File: config.mk
export PLATFORM = sky130hd
export DESIGN_NAME = lattice_result_collector
export DESIGN_NICKNAME = d
export VERILOG_FILES = /design/src/rtl/lattice_result_collector.sv
export SDC_FILE = /design/constraint.sdc
export NUM_CORES = 1
export LEC_CHECK = 0
export CORE_MARGIN = 4
export CORE_UTILIZATION = 35
export CTS_CLUSTER_SIZE = 10
export DETAILED_ROUTE_END_ITERATION = 8
export PLACE_DENSITY = 0.62
export SETUP_SLACK_MARGIN = 0.5
export SLEW_MARGIN = 20
export SYNTH_ARGS = -nofsm -noshare
export SYNTH_HDL_FRONTEND = slang
export SYNTH_SLANG_ARGS = --single-unit
File: constraint.sdc
create_clock -name clk -period 4.34 [get_ports clk]
set_clock_uncertainty 0.05 [all_clocks]
set_input_delay 0.651 -clock clk [delete_from_list [all_inputs] [get_ports clk]]
set_output_delay 0.651 -clock clk [all_outputs]
set_load 0.01 [all_outputs]
File: src/rtl/lattice_result_collector.sv
// Lattice result collector: rebuilds the winning nonce from the slice counter and
// partition index, tags it with the block id, buffers hits in a small FIFO and
// presents them on a valid/ready port. Also flags nonce-space exhaustion.
// Optional build macro: STALE_FLUSH_EN (a new block discards queued hits).
//
// state     | meaning
// IDLE      | waiting for the first new-block result after reset
// SCAN      | counting slices of the current block, hits accepted
// EXHAUSTED | nonce space of the current block used up, waiting for a new block
module lattice_result_collector #(
   parameter int LOG2_NUM_CORES = 1,
   parameter int NONCE_BITS     = 32,
   parameter int FIFO_DEPTH     = 4,
   parameter int BLOCK_ID_BITS  = 4
) (
   input  logic                      clk,
   input  logic                      rst,
   input  logic                      valid_i,
   input  logic                      new_block_i,
   input  logic                      success_i,
   input  logic [LOG2_NUM_CORES-1:0] partition_i,
   output logic                      res_valid_o,
   input  logic                      res_ready_i,
   output logic [NONCE_BITS-1:0]     res_nonce_o,
   output logic [BLOCK_ID_BITS-1:0]  res_block_o,
   output logic                      exhausted_o,
   output logic                      overflow_o
);

   localparam int CNT_W   = NONCE_BITS - LOG2_NUM_CORES;
   localparam int PTR_W   = $clog2(FIFO_DEPTH);
   localparam int ENTRY_W = NONCE_BITS + BLOCK_ID_BITS;
   localparam logic [PTR_W:0] DEPTH_C = (PTR_W+1)'(FIFO_DEPTH);

`ifdef STALE_FLUSH_EN
   localparam logic FLUSH_EN = 1'b1;
`else
   localparam logic FLUSH_EN = 1'b0;
`endif

   typedef enum logic [1:0] {IDLE, SCAN, EXHAUSTED} state_t;

   state_t                     state_q, state_d;
   logic [CNT_W-1:0]           cnt_q, cnt_d;
   logic [BLOCK_ID_BITS-1:0]   blk_q, blk_d;
   logic                       exh_d;
   logic                       new_blk, accept, push_req;
   logic [NONCE_BITS-1:0]      nonce;
   logic [BLOCK_ID_BITS-1:0]   tag;

   logic [ENTRY_W-1:0]         mem [FIFO_DEPTH];
   logic [PTR_W-1:0]           wr_q, wr_d, rd_q, rd_d;
   logic [PTR_W:0]             fill_q, fill_d, base;
   logic                       pop, flush, do_push, drop;
   logic [ENTRY_W-1:0]         wdata, head_d;

   // Next-state, slice counter, block id and nonce reconstruction for this cycle
   always_comb begin
      state_d  = state_q;
      cnt_d    = cnt_q;
      blk_d    = blk_q;
      exh_d    = exhausted_o;
      new_blk  = valid_i & new_block_i;
      accept   = new_blk | (valid_i & (state_q == SCAN));
      nonce    = {cnt_q, partition_i};
      tag      = blk_q;
      if (new_blk) begin
         // A new block restarts the slice count at 0 for this very result
         state_d = SCAN;
         cnt_d   = CNT_W'(1);
         blk_d   = blk_q + 1'b1;
         exh_d   = 1'b0;
         nonce   = {{CNT_W{1'b0}}, partition_i};
         tag     = blk_q + 1'b1;
      end else begin
         case (state_q)
            SCAN: begin
               if (valid_i) begin
                  cnt_d = cnt_q + 1'b1;
                  if (&cnt_q) begin
                     state_d = EXHAUSTED;
                     exh_d   = 1'b1;
                  end
               end
            end
            default: ;
         endcase
      end
      push_req = accept & success_i;
   end

   // FIFO bookkeeping; head_d is what the output register shows next cycle
   always_comb begin
      flush = FLUSH_EN & new_blk;
      pop   = res_valid_o & res_ready_i & ~flush;
      wdata = {nonce, tag};
      if (flush) begin
         rd_d = wr_q;
         base = '0;
      end else begin
         rd_d = rd_q + PTR_W'(pop);
         base = fill_q - (PTR_W+1)'(pop);
      end
      // Space freed by a same-cycle pop is usable by the push
      do_push = push_req & (base != DEPTH_C);
      drop    = push_req & ~do_push;
      wr_d    = wr_q + PTR_W'(do_push);
      fill_d  = base + (PTR_W+1)'(do_push);
      head_d  = (base == '0) ? wdata : mem[rd_d];
   end

   // State, counters, FIFO pointers and registered outputs
   always_ff @(posedge clk or negedge rst) begin
      if (!rst) begin
         state_q     <= IDLE;
         cnt_q       <= '0;
         blk_q       <= '0;
         wr_q        <= '0;
         rd_q        <= '0;
         fill_q      <= '0;
         res_valid_o <= 1'b0;
         res_nonce_o <= '0;
         res_block_o <= '0;
         exhausted_o <= 1'b0;
         overflow_o  <= 1'b0;
      end else begin
         state_q     <= state_d;
         cnt_q       <= cnt_d;
         blk_q       <= blk_d;
         wr_q        <= wr_d;
         rd_q        <= rd_d;
         fill_q      <= fill_d;
         exhausted_o <= exh_d;
         overflow_o  <= overflow_o | drop;
         res_valid_o <= (fill_d != '0);
         if (fill_d != '0) begin
            {res_nonce_o, res_block_o} <= head_d;
         end
      end
   end

   // Hit storage; contents are only read once written, so no reset needed
   always_ff @(posedge clk) begin
      if (do_push) begin
         mem[wr_q] <= wdata;
      end
   end

endmodule

==> metrics.md <==
| Metric | Value |
|---|---|
| Post-CTS Setup Bufs | `0` |
| Max stage delay on crit path | `0.49 ns` |
| Fin nets | `660` |
| Crit-path max FO | `20` |
| Root Buffer | `clkbuf_16` |
| Sink Count | `226` |
| Crit path max-delay family | `buffers and inverters` |
| Fill count | `2453` |
| DRT Pass-1 Iters | `4` |
| Pwr dens | `717 nW/um2` |
| First-pass GRT wire length | `31500 um` |
| Vias in the first global route | `5587` |
| Cell variety after synth | `49` |
| Crit-path slowest cell | `nand3_2` |
| GRT Overall Usage | `13.0%` |
| Final hold vios | `0` |
| Cell Count, Final, Fillers Out | `1006` |
| Fmax | `323 MHz` |
| Worst setup SP type | `primary input` |
| Critical path, cell by cell | `clkdlybuf4s50_1 -> and2_1 -> ha_1 -> ha_1 -> xnor2_4 -> nand3_2 -> buf_4 -> mux2_2 -> mux2_4` |
| HPWL Detailed | `11900 um` |
| Register area share after synthesis | `66.3%` |
| Number of synthesized flops with an enable pin | `144` |
| Layout cells sized above 1 | `25.0%` |
| Starting Density | `35.6%` |
| Initial antenna violation count | `0` |
| Critical Path AT | `3.44 ns` |
| Post-Syn Area | `9620 um2` |
| Worst-path clk slew | `0.06 ns` |
| CTS tree | `built` |
| Leading cell type in the layout, fill and taps excluded | `edfxtp_1` |
| Skew-Pair Late Insertion Delay | `0.52 ns` |
| Initial DRC count | `337` |
| Commonest cells after routing, fill and taps aside | `edfxtp_1 (144), dfrtp_1 (82), mux2_2 (46)` |
| Syn. warnings | `0` |
| Register area | `6380 um2` |
| Actual slew at the worst max-slew pin | `0.797 ns` |
| Final period util | `71.3%` |
| IO buf count | `45` |
| TNS Setup | `0 ns` |
| Async SR Flop Fraction | `36.3%` |
| RSZ-0062 raised after global routing | `false` |
| Critical Path Most Common Cell | `ha_1` |
| Final number of setup-violating endpoints | `0` |
| # hold bufs at CTS | `0` |
| Max-Cap Viols | `0` |
| Synth Register Bits | `226` |
| Drt via density | `5.11` |
| DRC | `0` |
| Multi-input gate area in the final layout | `3110 um2` |
| Routed len/inst | `19.2 um` |
| ANT cells | `0` |
| H-tree Lvls | `1` |
| Syn_area_per_cell | `16.5 um2` |
| Synth Instances | `582` |
| Crit path capture type | `register` |
| Antenna-violating nets left | `0` |
| WP buf/inv | `2` |
| GRT overflow | `0` |
| Period minus WS final | `3.10 ns` |
| Core box area | `27000 um2` |
| Outcome | `finished clean` |
| DP Cell Count | `959` |
| CTS Buf Count | `26` |
| Slew Viols, Final | `0` |
| Power Total | `8.12 mW` |
| Rel. slew slack | `46.7%` |
| Required @ worst endpoint | `4.68 ns` |
| Worst vdd ir | `0.373 mV` |
| Largest net degree at the start of global routing | `55` |
| Die area | `30200 um2` |
| Main synth FF type | `edfxtp_1` |
| RD Place Congestion | `0.782` |
| Syn_nets | `596` |
| Die extent in y | `174 um` |
| Crit Path Class | `primary input to register` |
| Die Wd | `174 um` |
| Via Count | `5137` |
| Routed WL | `19300 um` |
| Min-delay worst type | `primary input to asynchronous set/reset pin` |
| Io pins | `46` |
| Cts repair resizes | `0` |
| Clock buffer depth | `3` |
| # rows | `60` |
| P_leak | `4.18 nW` |
| Area Growth Syn to Fin | `17.7%` |
-- cells in the mapped netlist, types with 2 or more instances --
master	n	area share (%)
a21oi_1	10	0.52
a22o_1	3	0.27
a22oi_1	2	0.16
a31oi_1	2	0.13
and2_1	32	2.1
and2_2	2	0.16
and3_1	10	0.65
buf_1	2	0.078
buf_2	5	0.26
buf_6	4	0.47
clkbuf_1	13	0.51
dfrtp_1	82	21
edfxtp_1	144	45
ha_1	7	0.91
inv_1	11	0.43
mux2_2	46	5.4
mux2_4	27	4.2
mux2i_1	12	1.2
mux4_2	31	7.3
nand2_1	13	0.51
nand3_1	12	0.62
nand4_1	8	0.52
nor2_1	36	1.4
nor3_1	5	0.26
nor4_1	6	0.39
nor4_4	2	0.44
o21ai_0	9	0.47
o2bb2ai_1	2	0.18
or3_1	3	0.20
xnor2_1	16	1.5
xor2_1	7	0.64
-- flip-flops by register name (all words and copies together), names as in the netlist --
signal / flops
rd_q: 2
exhausted_o: 1
wr_q: 2
res_block_o: 4
mem: 144
state_q: 1
res_nonce_o: 32
res_valid_o: 1
fill_q: 3
overflow_o: 1
cnt_q: 31
blk_q: 4
-- worst paths after layout --
path	slack, ns	startpoint	to	cells after the start
worst min-delay path	0.15	rst	res_nonce_o[6]	1
min in group clk	0.45	overflow_o	overflow_o	1
max in group asynchronous	3.13	rst	res_nonce_o[20]	2
worst min register to register	0.45	overflow_o	overflow_o	1
worst max register to register	1.38	res_valid_o	res_nonce_o[14]	8
worst max-delay path	1.24	res_ready_i	res_nonce_o[14]	9
-- report_power, final --
group | leakage (nW) | internal, mW | switching, mW | total [mW]
clock | 0.362 | 1.17 | 0.804 | 1.97
combinational | 1.48 | 1.84 | 1.35 | 3.19
sequential | 2.33 | 2.76 | 0.199 | 2.96
total | 4.18 | 5.77 | 2.36 | 8.12
-- logic make-up after synthesis --
kind of cell / share of synthesized area [%]
fa+ha+maj: 0.910
simple gates: 8.01
compound gates: 2.51
xor+xnor: 2.38
buf+inv: 1.83
mux: 18.1
flops: 66.3
-- through the flow --
| stage | instance area [um2] | util, % | hold slack [ns] | worst slack (ns) |
|---|---|---|---|---|
| after CTS | 11300 | 41.9 | 0.190 | 1.22 |
| after global placement | 10600 | 39.1 | 0.443 | 0.733 |
| after detailed placement | 10600 | 39.1 | 0.444 | 0.687 |
| after global routing | 11300 | 41.9 | 0.220 | 1.10 |
| after floorplan | 9630 | - | 0.305 | 0.600 |
| final | 11300 | 41.9 | 0.153 | 1.24 |
-- worst register-to-register path, cell delays in order, from the launching register on --
cell	delay, ns
dfrtp_1	0.37
and2_1	0.20
ha_1	0.19
ha_1	0.24
xnor2_4	0.25
nand3_2	0.49
buf_4	0.44
mux2_2	0.34
mux2_4	0.27
-- layout make-up --
cell class	instances	share of cell area, %
Sequential cell	226	56.3
Multi-Input combinational cell	319	27.5
Clock buffer	47	6.72
Timing Repair Buffer	61	5.35
Tap cell	341	3.77
Inverter	12	0.398
-- routing by layer --
| metal | part of all wire, % | wire length, um | GRT usage, % | vias to the layer above |
|---|---|---|---|---|
| met5 | 0 | 0 | 0 | - |
| met4 | 1.8 | 346 | 2.90 | 0 |
| met3 | 3.9 | 757 | 2.27 | 28 |
| met2 | 50 | 9660 | 22.3 | 96 |
| met1 | 44 | 8560 | 17.4 | 2674 |
| li1 | - | - | - | 2339 |
Note: power is estimated with default switching activity, not from simulation.
